**src/rtl/out_channel_arbiter.sv**
```systemverilog
// Round-robin arbiter that funnels NReq requesters into one shared FIFO out channel.
// Grants are registered one-hot pulses; a granted requester is masked for one cycle.
module out_channel_arbiter #(
   parameter int MemoryElementWidth = 12,
   parameter int NReq               = 4,
   parameter int NOut               = 8
) (
   input  logic                               clock,
   input  logic                               reset,
   input  logic [NReq-1:0]                    req,
   input  logic [NReq*MemoryElementWidth-1:0] reqData,
   output logic [NReq-1:0]                    grant,
   output logic                               outValid,
   output logic [MemoryElementWidth-1:0]      outData,
   input  logic                               outReady,
   output logic [$clog2(NOut):0]              count,
   output logic                               overflowSeen
);

   localparam int PtrW = $clog2(NOut);
   localparam int CntW = PtrW + 1;
   localparam int LgW  = $clog2(NReq);

   logic [MemoryElementWidth-1:0] req_word [NReq];
   logic [MemoryElementWidth-1:0] mem_q    [NOut];

   logic [PtrW-1:0] rd_ptr_q, rd_ptr_d;
   logic [PtrW-1:0] wr_ptr_q, wr_ptr_d;
   logic [CntW-1:0] count_q, count_d;
   logic [LgW-1:0]  last_grant_q, last_grant_d;
   logic [NReq-1:0] grant_q, grant_d;
   logic            overflow_q, overflow_d;

   logic            full, pop, push, found;
   logic [NReq-1:0] req_eff;
   logic [LgW-1:0]  winner, idx;

   genvar gi;
   generate
      for (gi = 0; gi < NReq; gi++) begin : g_slice
         assign req_word[gi] = reqData[gi*MemoryElementWidth +: MemoryElementWidth];
      end
   endgenerate

   always_comb begin
      full    = (count_q == CntW'(NOut));
      pop     = (count_q != '0) && outReady;
      // The requester granted last cycle still has its req up; skip it once.
      req_eff = req & ~grant_q;
      found   = 1'b0;
      winner  = last_grant_q;
      idx     = '0;
      for (int i = 1; i <= NReq; i++) begin
         idx = LgW'((int'(last_grant_q) + i) % NReq);
         if (!found && req_eff[idx]) begin
            found  = 1'b1;
            winner = idx;
         end
      end
      push = found && (!full || pop);

      rd_ptr_d     = rd_ptr_q;
      wr_ptr_d     = wr_ptr_q;
      last_grant_d = last_grant_q;
      grant_d      = '0;
      if (pop) rd_ptr_d = rd_ptr_q + PtrW'(1);
      if (push) begin
         wr_ptr_d     = wr_ptr_q + PtrW'(1);
         last_grant_d = winner;
         grant_d      = {{(NReq-1){1'b0}}, 1'b1} << winner;
      end

      case ({push, pop})
         2'b10:   count_d = count_q + CntW'(1);
         2'b01:   count_d = count_q - CntW'(1);
         default: count_d = count_q;
      endcase

      overflow_d = overflow_q | (full && !pop && (|req));
   end

   always_ff @(posedge clock) begin
      if (reset) begin
         rd_ptr_q     <= '0;
         wr_ptr_q     <= '0;
         count_q      <= '0;
         last_grant_q <= LgW'(NReq - 1);
         grant_q      <= '0;
         overflow_q   <= 1'b0;
      end else begin
         rd_ptr_q     <= rd_ptr_d;
         wr_ptr_q     <= wr_ptr_d;
         count_q      <= count_d;
         last_grant_q <= last_grant_d;
         grant_q      <= grant_d;
         overflow_q   <= overflow_d;
      end
   end

   always_ff @(posedge clock) begin
      if (push && !reset) mem_q[wr_ptr_q] <= req_word[winner];
   end

   assign grant        = grant_q;
   assign outValid     = (count_q != '0);
   assign outData      = mem_q[rd_ptr_q];
   assign count        = count_q;
   assign overflowSeen = overflow_q;

endmodule

```
**config.mk**
```make
export PLATFORM = sky130hd
export DESIGN_NAME = out_channel_arbiter
export DESIGN_NICKNAME = d
export VERILOG_FILES = /design/src/rtl/out_channel_arbiter.sv
export SDC_FILE = /design/constraint.sdc
export NUM_CORES = 1
export LEC_CHECK = 0
export CORE_UTILIZATION = 26
export CTS_CLUSTER_SIZE = 30
export DETAILED_ROUTE_END_ITERATION = 10
export GPL_ROUTABILITY_DRIVEN = 0
export MAX_ROUTING_LAYER = met4
export PLACE_DENSITY_LB_ADDON = 0.1
export SLEW_MARGIN = 10
export SYNTH_ARGS = -nofsm -noshare
export SYNTH_HDL_FRONTEND = slang
export SYNTH_SLANG_ARGS = --single-unit
```
**constraint.sdc**
```tcl
create_clock -name clock -period 2.4 [get_ports clock]
set_input_delay 0.6 -clock clock [delete_from_list [all_inputs] [get_ports clock]]
set_output_delay 0.6 -clock clock [all_outputs]
set_load 0.01 [all_outputs]
```
==> key figures, run 1 <==
Status
  – Outcome: complete, but fails checks
  – Violations in the final reports: negative setup slack

Clock tree
  – Number of CTS-inserted buffers: 17
  – Clk root buf: sky130_fd_sc_hd__clkbuf_16
  – Number of clock sinks seen by CTS: 116
  – Clock Path Buffers: 2
  – CTS tree: built
  – Clock latency reported for the late side of the worst-skew pair: 0.41 ns
  – Post-cts hold buffer count: 0
  – Clock-pin slew reported for the worst setup and hold paths after clock tree synthesis: 0.06 ns
  – CTS HTree Levels: 4

Die
  – Placeable Area: 18,800 um2
  – Die area: 19,900 um2
  – Die width: 141 um
  – Initial cell density of the core: 26.8%
  – Total I/O pin count: 77
  – Placement Rows: 50
  – Overall die height: 141 um

Synthesis
  – Total number of yosys warnings: 0
  – Cells after Synth: 298
  – Main synth FF type: sky130_fd_sc_hd__edfxtp_1
  – Mean cell area of the mapped netlist: 16.9 um2
  – Count of flip-flops with a built-in enable after synthesis: 96
  – Yosys reg bits: 116
  – Number of different library cells in the post-synthesis netlist: 42
  – Post-synthesis async set-or-reset flop share: 0%
  – Fraction of the yosys area taken by sequential cells: 65.2%
  – Net count of the mapped netlist: 358
  – Post-synth design cell area: 5040 um2

Power and ir drop
  – Sequential share of power: 32.6%
  – Power share of the combinational group: 36.7%
  – Leakage Power: 2.68 nW
  – Fraction of power spent switching nets: 27.9%
  – Total power after layout: 8.85 mW
  – Reported net switching power: 2.47 mW
  – Power density over the cells: 1200 nW/um2
  – Share of power burned in the clock network: 30.8%
  – Design internal power: 6.39 mW
  – Peak supply drop: 0.502 mV

STA
  – Final worst setup slack: -0.190 ns
  – Post-route clock period utilization: 108%
  – Total negative slack for setup checks: -1.92 ns
  – Least-Margin Pin Slew: 0.533 ns
  – Hold Vio Cnt, Final: 0
  – Setup Skew: 0.00657 ns
  – Unrepaired setup endpoints after global routing: yes
  – FMAX: 386 MHz
  – Count of endpoints failing setup in the final report: 12
  – Minimum period implied by the final worst setup slack: 2.59 ns
  – Slew Limit Headroom: 63.5%
  – Total count of max-transition violations in the final report: 0

Setup path
  – Highest fanout seen on the critical path: 5
  – Endpoint type of the worst setup path: output port
  – Worst Path Arrival: 1.99 ns
  – Kind of critical path: reg2out
  – CP max stage cell: sky130_fd_sc_hd__mux4_2
  – Reg2Reg Depth: 12
  – Kind of start point of the critical path: register
  – Worst-path cell chain: buf_12, buf_12, mux4_2, mux2_4, buf_6
  – Largest stage delay on the critical path: 0.52 ns
  – Most frequent cell on the critical path: sky130_fd_sc_hd__buf_12
  – Worst Path Required: 1.80 ns

Global route
  – Largest net degree at the start of global routing: 25
  – Overflow left after global routing: 0
  – First-pass GRT wire length: 18.9 mm
  – Antenna violations before repair: 0
  – Vias in the first global route: 3,228
  – GR Util All Layers: 13.7%

Route
  – Starting DRT DRC Count: 177
  – Vias after detailed routing: 3,051
  – Via/cell ratio: 4.33
  – Wire length reported by the detailed router: 12.3 mm
  – Detail Route Antenna Nets: 0
  – 1st-pass router iterations: 4
  – Remaining routing DRC violations: 0
  – Routed wire per std cell: 17.4 um

Finish
  – Fraction of layout instances using a drive strength above 1: 35.4%
  – Antenna diode count: 0
  – Synthesis-to-finish area growth: 46.7%
  – Net count reported at finish: 491
  – Share of the core filled with cells: 39.3%
  – Number of fill cells in the layout: 1,724

Min path
  – Hold/Removal Path Class: reg2reg
  – Cell depth of the worst min-delay path: 2

Placed design
  – Port bufs: 76
  – Detail Placement HPWL: 8.36 mm

Flow run
  – Count of maximum capacitance violations: 0
==> layout by cell type, fill, tap and decap left out, drive strengths merged, types with 4 or more instances in the layout <==
cell	count
nand2b	7
mux2	12
clkbuf	18
dfxtp	20
mux4	24
ha	5
xor2	7
o21ai	4
clkinv	6
mux2i	38
nand2	6
bufinv	5
edfxtp	96
nor3	5
clkdlybuf4s50	60
a21oi	6
nor2	21
buf	66
inv	5
==> power by group through the flow <==
stage	logic, mW	clock network (mW)	registers (mW)
floorplan	1.64	0	2.88
global placement	2.77	0	2.90
detailed placement	2.78	0	2.90
CTS	3.29	2.76	2.88
global route	3.50	2.85	2.92
finish	3.25	2.72	2.88
==> layer usage <==
layer | vias to the layer above | wire length, um | GRT usage, %
li1 | 1438 | - | -
met3 | 18 | 360 | 2.92
met5 | - | 0 | -
met2 | 62 | 6200 | 22.1
met1 | 1533 | 5530 | 16.7
met4 | 0 | 184 | 5.38
==> kinds of logic (layout without fill, tap and decap cells) <==
family          after synthesis  after routing  synth area share [%]
mux                          74             74                  21.0
xor+xnor                      7              7                  1.22
flops                       116            116                  65.2
compound gates               21             21                  2.98
simple gates                 55             55                  6.04
buf+inv                      20            166                  2.38
fa+ha+maj                     5              5                  1.24
==> synth_stat cells (3+ instances only) <==
cell type,count,area [um2]
sky130_fd_sc_hd__a21oi_1,6,30.0
sky130_fd_sc_hd__buf_2,5,25.0
sky130_fd_sc_hd__clkbuf_1,4,15.0
sky130_fd_sc_hd__dfxtp_1,20,400
sky130_fd_sc_hd__edfxtp_1,96,2880
sky130_fd_sc_hd__ha_1,5,62.6
sky130_fd_sc_hd__inv_1,4,15.0
sky130_fd_sc_hd__mux2_2,12,135
sky130_fd_sc_hd__mux2i_1,38,380
sky130_fd_sc_hd__mux4_2,24,541
sky130_fd_sc_hd__nand2_1,5,18.8
sky130_fd_sc_hd__nand2b_1,5,31.3
sky130_fd_sc_hd__nand3b_1,3,22.5
sky130_fd_sc_hd__nor2_1,21,78.8
sky130_fd_sc_hd__nor3_1,5,25.0
sky130_fd_sc_hd__or3_1,3,18.8
sky130_fd_sc_hd__xor2_1,7,61.3
==> state kept, by name, summed over array words and instances, names as in the netlist, named ones only <==
signal	count
grant	4
count	4
rd_ptr_q	3
last_grant_q	2
wr_ptr_q	3
mem_q	96
overflowSeen	1
==> critical path: cells and delay by family, from the launching register on <==
| family | cells | cell delay [ns] |
|---|---|---|
| mux | 2 | 0.82 |
| flops | 1 | 0.40 |
| buf+inv | 3 | 0.36 |
==> through the flow <==
stage / area, um2 / cells / setup WS [ns] / hold WS, ns
6_report: 7390 / 704 / -0.190 / 0.480
5_1_grt: 7390 / 704 / -0.230 / 0.519
4_1_cts: 7360 / 704 / -0.213 / 0.487
3_5_place_dp: 6460 / 666 / -0.579 / 0.462
2_1_floorplan: 5050 / 298 / 0.00849 / 0.454
3_3_place_gp: 6460 / 666 / -0.574 / 0.460
==> area by class of cell <==
type | count | area, um2 | area share (%)
well taps | 260 | 325 | 4.40
multi-input cells | 162 | 1770 | 24.0
inverters | 4 | 15.0 | 0.203
repair buffers | 130 | 1360 | 18.3
clock buffers | 18 | 429 | 5.81
clock inverters | 14 | 209 | 2.83
flip-flops and latches | 116 | 3290 | 44.5
==> timing repair <==
item	4_1_cts	5_1_grt
pin swaps	0	0
resized for setup	94	7
buffers inserted	3	0
hold endpoints to repair	0	0
gates cloned	3	0
endpoints found under the setup margin	116	76
==> path summary, 6_finish.rpt <==
check | start | slack (ns) | end
worst max-delay path | register | -0.19 | outData[10]
worst min-delay path | overflowSeen$_SDFF_PP0_ | 0.48 | overflowSeen$_SDFF_PP0_
worst max register to register | grant[3]$_SDFF_PP0_ | 0.18 | count[2]$_SDFFE_PP0P_
worst min register to register | overflowSeen$_SDFF_PP0_ | 0.48 | overflowSeen$_SDFF_PP0_
No activity file was read; power rests on OpenSTA's default activity.
==> run 2: changes to the inputs <==
CORE_MARGIN = 5   (was unset)
==> key figures, run 2 (synthesized netlist as in run 1, its figures left out) <==
Status
  – Outcome: complete, but fails checks
  – Violations in the final reports: negative setup slack

Route
  – Vias after detailed routing: 3,027 (-0.79%)
  – Remaining routing DRC violations: 0 (unchanged)
  – Top Metal Used: met4
  – DR WL met3: 456 um (+27%)
  – Via/cell ratio: 4.22 (-2.6%)
  – Wire length on met1: 5.49 mm (-0.62%)
  – Routed wire per std cell: 17.1 um (-2.0%)
  – Wire length reported by the detailed router: 12.2 mm (-0.18%)
  – Detail Route Antenna Nets: 0 (unchanged)
  – Met2 wire len: 6.15 mm (-0.84%)
  – Starting DRT DRC Count: 106 (-40%)
  – 1st-pass router iterations: 4 (unchanged)

Die
  – Placement Rows: 51 (+2.0%)
  – Total I/O pin count: 77 (unchanged)
  – Overall die height: 149 um (+5.7%)
  – Initial cell density of the core: 26.1% (-0.61 points)
  – Die width: 149 um (+5.7%)
  – Die area: 22,300 um2 (+12%)
  – Placeable Area: 19,300 um2 (+2.3%)

STA
  – Least-Margin Pin Slew: 0.479 ns (-0.0539 ns)
  – Slew Limit Headroom: 67.4% (+4.0 points)
  – Count of endpoints failing setup in the final report: 12 (unchanged)
  – Setup Skew: 0.0117 ns (+0.00513 ns)
  – Total count of max-transition violations in the final report: 0 (unchanged)
  – FMAX: 393 MHz (+1.7%)
  – Hold Vio Cnt, Final: 0 (unchanged)
  – Final worst setup slack: -0.147 ns (+0.0430 ns)
  – Minimum period implied by the final worst setup slack: 2.55 ns (-0.0430 ns)
  – Post-route clock period utilization: 106% (-1.8 points)
  – Unrepaired setup endpoints after global routing: yes

Setup path
  – Kind of critical path: reg2out
  – Worst reg2reg path startpoint: grant[3]$_SDFF_PP0_
  – End of the worst register-to-register path: mem_q[5][5]$_DFFE_PP_
  – Highest fanout seen on the critical path: 7 (+2)
  – Kind of start point of the critical path: register
  – Reg2Reg Depth: 10 (-2)
  – Endpoint type of the worst setup path: output port
  – R2R Setup Slk: 0.11 ns (-0.07 ns)
  – Critical path destination: outData[8]
  – Worst Path Required: 1.80 ns (about the same)
  – Worst Path Arrival: 1.95 ns (-0.04 ns)

Placed design
  – Number of placed cells counting well taps: 670 (+0.60%)
  – Dpl ws: -0.494 ns (+0.0853 ns)
  – Detail Placement HPWL: 8.24 mm (-1.4%)
  – Placed inst area: 6480 um2 (+0.37%)
  – Port bufs: 76 (unchanged)

Clock tree
  – Clk root buf: sky130_fd_sc_hd__clkbuf_16
  – Clock Path Buffers: 2 (unchanged)
  – Clock latency reported for the late side of the worst-skew pair: 0.41 ns (about the same)
  – Clock-pin slew reported for the worst setup and hold paths after clock tree synthesis: 0.06 ns (about the same)
  – CTS HTree Levels: 4 (unchanged)
  – Number of CTS-inserted buffers: 17 (unchanged)
  – CTS tree: built
  – Number of clock sinks seen by CTS: 116 (unchanged)

Power and ir drop
  – Peak supply drop: 0.540 mV (+7.5%)
  – Power density over the cells: 1170 nW/um2 (-2.0%)
  – Leakage Power: 2.68 nW (about the same)

Min path
  – Hold/Removal Path Class: reg2reg
  – Start point of the worst hold path: overflowSeen$_SDFF_PP0_

Global route
  – Largest net degree at the start of global routing: 25 (unchanged)
  – First-pass GRT wire length: 19.1 mm (+0.77%)
  – Vias in the first global route: 3,279 (+1.6%)
  – GR Util All Layers: 12.1% (-1.6 points)
  – Overflow left after global routing: 0 (unchanged)
  – Antenna violations before repair: 0 (unchanged)

Finish
  – Synthesis-to-finish area growth: 46.6% (about the same)
  – Net count reported at finish: 499 (+1.6%)
  – Fraction of layout instances using a drive strength above 1: 36.7% (+1.4 points)
  – Antenna diode count: 0 (unchanged)
  – Post-route insts no fill: 717 (+1.8%)
  – Top library cells by usage in the layout, fill and taps aside: 96 x sky130_fd_sc_hd__edfxtp_1, 60 x sky130_fd_sc_hd__clkdlybuf4s50_1, 46 x sky130_fd_sc_hd__buf_4, 26 x sky130_fd_sc_hd__mux2i_1, 24 x sky130_fd_sc_hd__mux4_2
  – Largest register by flop count: mem_q
  – Share of the core filled with cells: 38.3% (-0.92 points)
  – Post-route cell area: 7390 um2 (about the same)
  – Leading cell type in the layout, fill and taps excluded: sky130_fd_sc_hd__edfxtp_1
  – Number of fill cells in the layout: 1,874 (+8.7%)
  – Max FFs per register: 96 (unchanged)

Flow run
  – Count of maximum capacitance violations: 0 (unchanged)
run 2: changes by cell type in the layout (fill, tap and decap cells not counted), sizes merged, moves of 2 or more:
cell          delta
buf              +6
bufbuf           +2
bufinv           -3
clkinv           +3
clkinvlp         +2
dlygate4sd2      +2
dlymetal6s2s     -2
run 2: worst min path at each step:
stage / end / cells after the start
floorplan: register / 2
global placement: overflowSeen$_SDFF_PP0_ / 2
detailed placement: overflowSeen$_SDFF_PP0_ / 2
CTS: register / 2
global route: register / 2
finish: overflowSeen$_SDFF_PP0_ / 2
run 2: per-layer routing:
layer	global-route usage, %	vias up
met2	19.5	70
met5	-	-
met1	14.7	1486
li1	-	1458
met4	4.49	0
met3	3.04	13
run 2: worst max-delay path, stage by stage (launching register included):
cell                      delay [ns]
sky130_fd_sc_hd__dfxtp_4        0.37
sky130_fd_sc_hd__buf_12         0.11
sky130_fd_sc_hd__buf_12         0.13
sky130_fd_sc_hd__mux4_2         0.49
sky130_fd_sc_hd__mux2_4         0.31
sky130_fd_sc_hd__buf_6          0.13
run 2: power breakdown:
group          total (mW)  internal [mW]  leakage (nW)  switching (mW)
combinational        3.43           1.96          1.37            1.47
clock                2.37           1.51         0.272           0.860
sequential           2.87           2.74          1.04           0.128
total                8.67           6.21          2.68            2.46
run 2: final cells by class:
type | count | area [um2] | share of cell area (%)
clock inverter | 15 | 141 | 1.91
multi-input combinational | 162 | 1750 | 23.6
sequential | 116 | 3290 | 44.5
clock buffer | 17 | 425 | 5.76
inverter | 4 | 15.0 | 0.203
tap | 265 | 332 | 4.49
timing repair buffer | 138 | 1440 | 19.5
run 2: through the flow:
step                      setup TNS [ns]  hold WS (ns)  power (mW)
after floorplan                        0         0.454        4.53
after global placement            -50.68         0.463        5.74
after detailed placement          -53.95         0.478        5.77
after CTS                          -2.70         0.492        8.79
after global routing               -2.43         0.507        9.16
final                              -1.57         0.482        8.67
run 2: what timing repair did:
item / CTS / global route
endpoints found under the hold margin: 0 / 0
setup buffers: 11 / 2
cloned: 4 / 0
pin swaps: 1 / 1
endpoints found under the setup margin: 69 / 85
gates resized for setup: 84 / 15
hold buffers: 0 / 0
==> run 3: changes to the inputs <==
--- a/config.mk
+++ b/config.mk
@@ -7,2 +7,3 @@
 export LEC_CHECK = 0
+export CAP_MARGIN = 20
 export CORE_MARGIN = 5
@@ -12,2 +13,3 @@
 export GPL_ROUTABILITY_DRIVEN = 0
+export HOLD_SLACK_MARGIN = 0.06
 export MAX_ROUTING_LAYER = met4
--- a/constraint.sdc
+++ b/constraint.sdc
@@ -3,2 +3,2 @@
 set_output_delay 0.6 -clock clock [all_outputs]
-set_load 0.01 [all_outputs]
+set_load 0.05 [all_outputs]
==> key figures, run 3 (synthesized netlist as in run 1, its figures left out) <==
Status
  – Outcome: complete, but fails checks
  – Violations in the final reports: negative setup slack

STA
  – FMAX: 394 MHz (+0.25%)
  – Slew Limit Headroom: 63.0% (-4.4 points)
  – Least-Margin Pin Slew: 0.539 ns (+0.0602 ns)
  – Setup Skew: 0.00814 ns (-0.00357 ns)
  – Hold Worst Slack: 0.479 ns (-0.00333 ns)
  – Post-route clock period utilization: 106% (-0.27 points)
  – Total negative slack for setup checks: -1.32 ns (+0.253 ns)
  – Count of endpoints failing setup in the final report: 12 (unchanged)
  – Minimum period implied by the final worst setup slack: 2.54 ns (-0.00641 ns)
  – Hold Vio Cnt, Final: 0 (unchanged)
  – Final worst setup slack: -0.141 ns (+0.00641 ns)
  – Total count of max-transition violations in the final report: 0 (unchanged)
  – Unrepaired setup endpoints after global routing: yes

Finish
  – Largest register by flop count: mem_q
  – Fraction of layout instances using a drive strength above 1: 37.0% (+0.24 points)
  – Net count reported at finish: 490 (-1.8%)
  – Top library cells by usage in the layout, fill and taps aside: 96 x sky130_fd_sc_hd__edfxtp_1, 59 x sky130_fd_sc_hd__clkdlybuf4s50_1, 41 x sky130_fd_sc_hd__buf_4, 27 x sky130_fd_sc_hd__mux2i_1, 24 x sky130_fd_sc_hd__mux4_2
  – Number of fill cells in the layout: 1,903 (+1.5%)
  – Leading cell type in the layout, fill and taps excluded: sky130_fd_sc_hd__edfxtp_1
  – Post-route cell area: 7340 um2 (-0.66%)
  – Max FFs per register: 96 (unchanged)
  – Synthesis-to-finish area growth: 45.7%
  – Antenna diode count: 0 (unchanged)

Power and ir drop
  – Power share of the combinational group: 40.5% (+0.9 points)
  – Fraction of power spent switching nets: 32.3% (+3.9 points)
  – Design internal power: 6.23 mW (+0.28%)
  – Power density over the cells: 1250 nW/um2 (+6.8%)
  – Total power after layout: 9.20 mW (+6.1%)
  – Share of power burned in the clock network: 28.2% (+0.9 points)
  – Reported net switching power: 2.97 mW (+21%)
  – Sequential share of power: 31.3% (-1.8 points)
  – Peak supply drop: 0.551 mV (+2.0%)
  – Leakage Power: 2.65 nW (-1.1%)

Clock tree
  – Clock latency reported for the late side of the worst-skew pair: 0.40 ns (about the same)
  – Number of clock sinks seen by CTS: 116 (unchanged)
  – CTS tree: built
  – Post-cts hold buffer count: 0 (unchanged)
  – CTS HTree Levels: 4 (unchanged)
  – Clock Path Buffers: 2 (unchanged)
  – Number of CTS-inserted buffers: 17 (unchanged)
  – Clock-pin slew reported for the worst setup and hold paths after clock tree synthesis: 0.05 ns (about the same)
  – Clk root buf: sky130_fd_sc_hd__clkbuf_16

Route
  – Remaining routing DRC violations: 0 (unchanged)
  – Detail Route Antenna Nets: 0 (unchanged)
  – Starting DRT DRC Count: 90 (-15%)
  – 1st-pass router iterations: 4 (unchanged)
  – Via/cell ratio: 4.28 (+1.5%)
  – Wire length reported by the detailed router: 12.4 mm (+1.0%)
  – Vias after detailed routing: 3,024 (-0.099%)
  – Routed wire per std cell: 17.5 um (+2.6%)

Setup path
  – Endpoint type of the worst setup path: output port
  – Reg2Reg Depth: 10 (unchanged)
  – Highest fanout seen on the critical path: 12 (+5)
  – Worst Path Required: 1.80 ns (about the same)
  – Worst reg2reg path startpoint: last_grant_q[1]$_SDFFE_PP1P_
  – Kind of critical path: reg2out
  – R2R Setup Slk: 0.19 ns (+0.08 ns)
  – Worst Path Arrival: 1.94 ns (about the same)
  – Kind of start point of the critical path: register

Min path
  – Start point of the worst hold path: overflowSeen$_SDFF_PP0_
  – Hold/Removal Path Class: reg2reg
  – Cell depth of the worst min-delay path: 2 (unchanged)

Die
  – Die width: 149 um (unchanged)
  – Placement Rows: 51 (unchanged)
  – Die area: 22,300 um2 (unchanged)
  – Overall die height: 149 um (unchanged)
  – Initial cell density of the core: 26.1% (unchanged)
  – Placeable Area: 19,300 um2 (unchanged)
  – Total I/O pin count: 77 (unchanged)

Global route
  – First-pass GRT wire length: 18.9 mm (-0.87%)
  – Largest net degree at the start of global routing: 25 (unchanged)
  – Antenna violations before repair: 0 (unchanged)
  – GR Util All Layers: 12.0% (-0.10 points)
  – Overflow left after global routing: 0 (unchanged)
  – Vias in the first global route: 3,327 (+1.5%)

Placed design
  – Detail Placement HPWL: 8.42 mm (+2.3%)
  – Dpl ws: -0.571 ns (-0.0770 ns)
  – Port bufs: 76 (unchanged)
  – Placed inst area: 6450 um2 (-0.44%)

Flow run
  – Count of maximum capacitance violations: 0 (unchanged)
==> run 3: path summary, 6_finish.rpt <==
| path | to |
|---|---|
| worst min-delay path | overflowSeen$_SDFF_PP0_ |
| worst max register to register | mem_q[5][7]$_DFFE_PP_ |
| worst max-delay path | outData[10] |
| worst min register to register | overflowSeen$_SDFF_PP0_ |
==> run 3: area by class of cell <==
type	count	area, um2	share of cell area, %
clock inverter	13	186	2.54
tap	265	332	4.52
multi-input combinational	162	1780	24.2
sequential	116	3290	44.9
clock buffer	17	425	5.80
timing repair buffer	129	1310	17.8
inverter	4	15.0	0.205
==> run 3: critical path: stages (launching register included) <==
cell,delay (ns)
sky130_fd_sc_hd__dfxtp_4,0.38
sky130_fd_sc_hd__buf_12,0.17
sky130_fd_sc_hd__mux4_2,0.52
sky130_fd_sc_hd__mux2_4,0.30
sky130_fd_sc_hd__buf_6,0.16
==> run 3: stage by stage <==
stage,utilization [%],cells
after detailed placement,33.5,670
after global placement,33.5,670
final,38.1,706
after floorplan,-,298
after CTS,37.5,703
after global routing,38.1,706
==> run 3: power by group through the flow <==
stage / logic (mW) / clock network, mW / registers, mW
2_1_floorplan: 2.06 / 0 / 3.01
3_3_place_gp: 3.30 / 0 / 2.91
3_5_place_dp: 3.32 / 0 / 2.91
4_1_cts: 3.68 / 2.65 / 2.88
5_1_grt: 4.00 / 2.75 / 2.91
6_report: 3.72 / 2.59 / 2.88
==> run 3: what timing repair did <==
item,in CTS,in global routing
endpoints found under the setup margin,84,102
buffers inserted,2,6
resized for setup,32,22
pin swaps,0,2
gates cloned,1,0
==> run 3: per-layer routing <==
metal  vias up  GRT usage (%)  share of wire, %
li1       1442              -                 -
met1      1510           14.7                44
met2        58           19.6                52
met3        14           2.52               2.6
met4         0           4.39               1.6
met5         -              -                 0
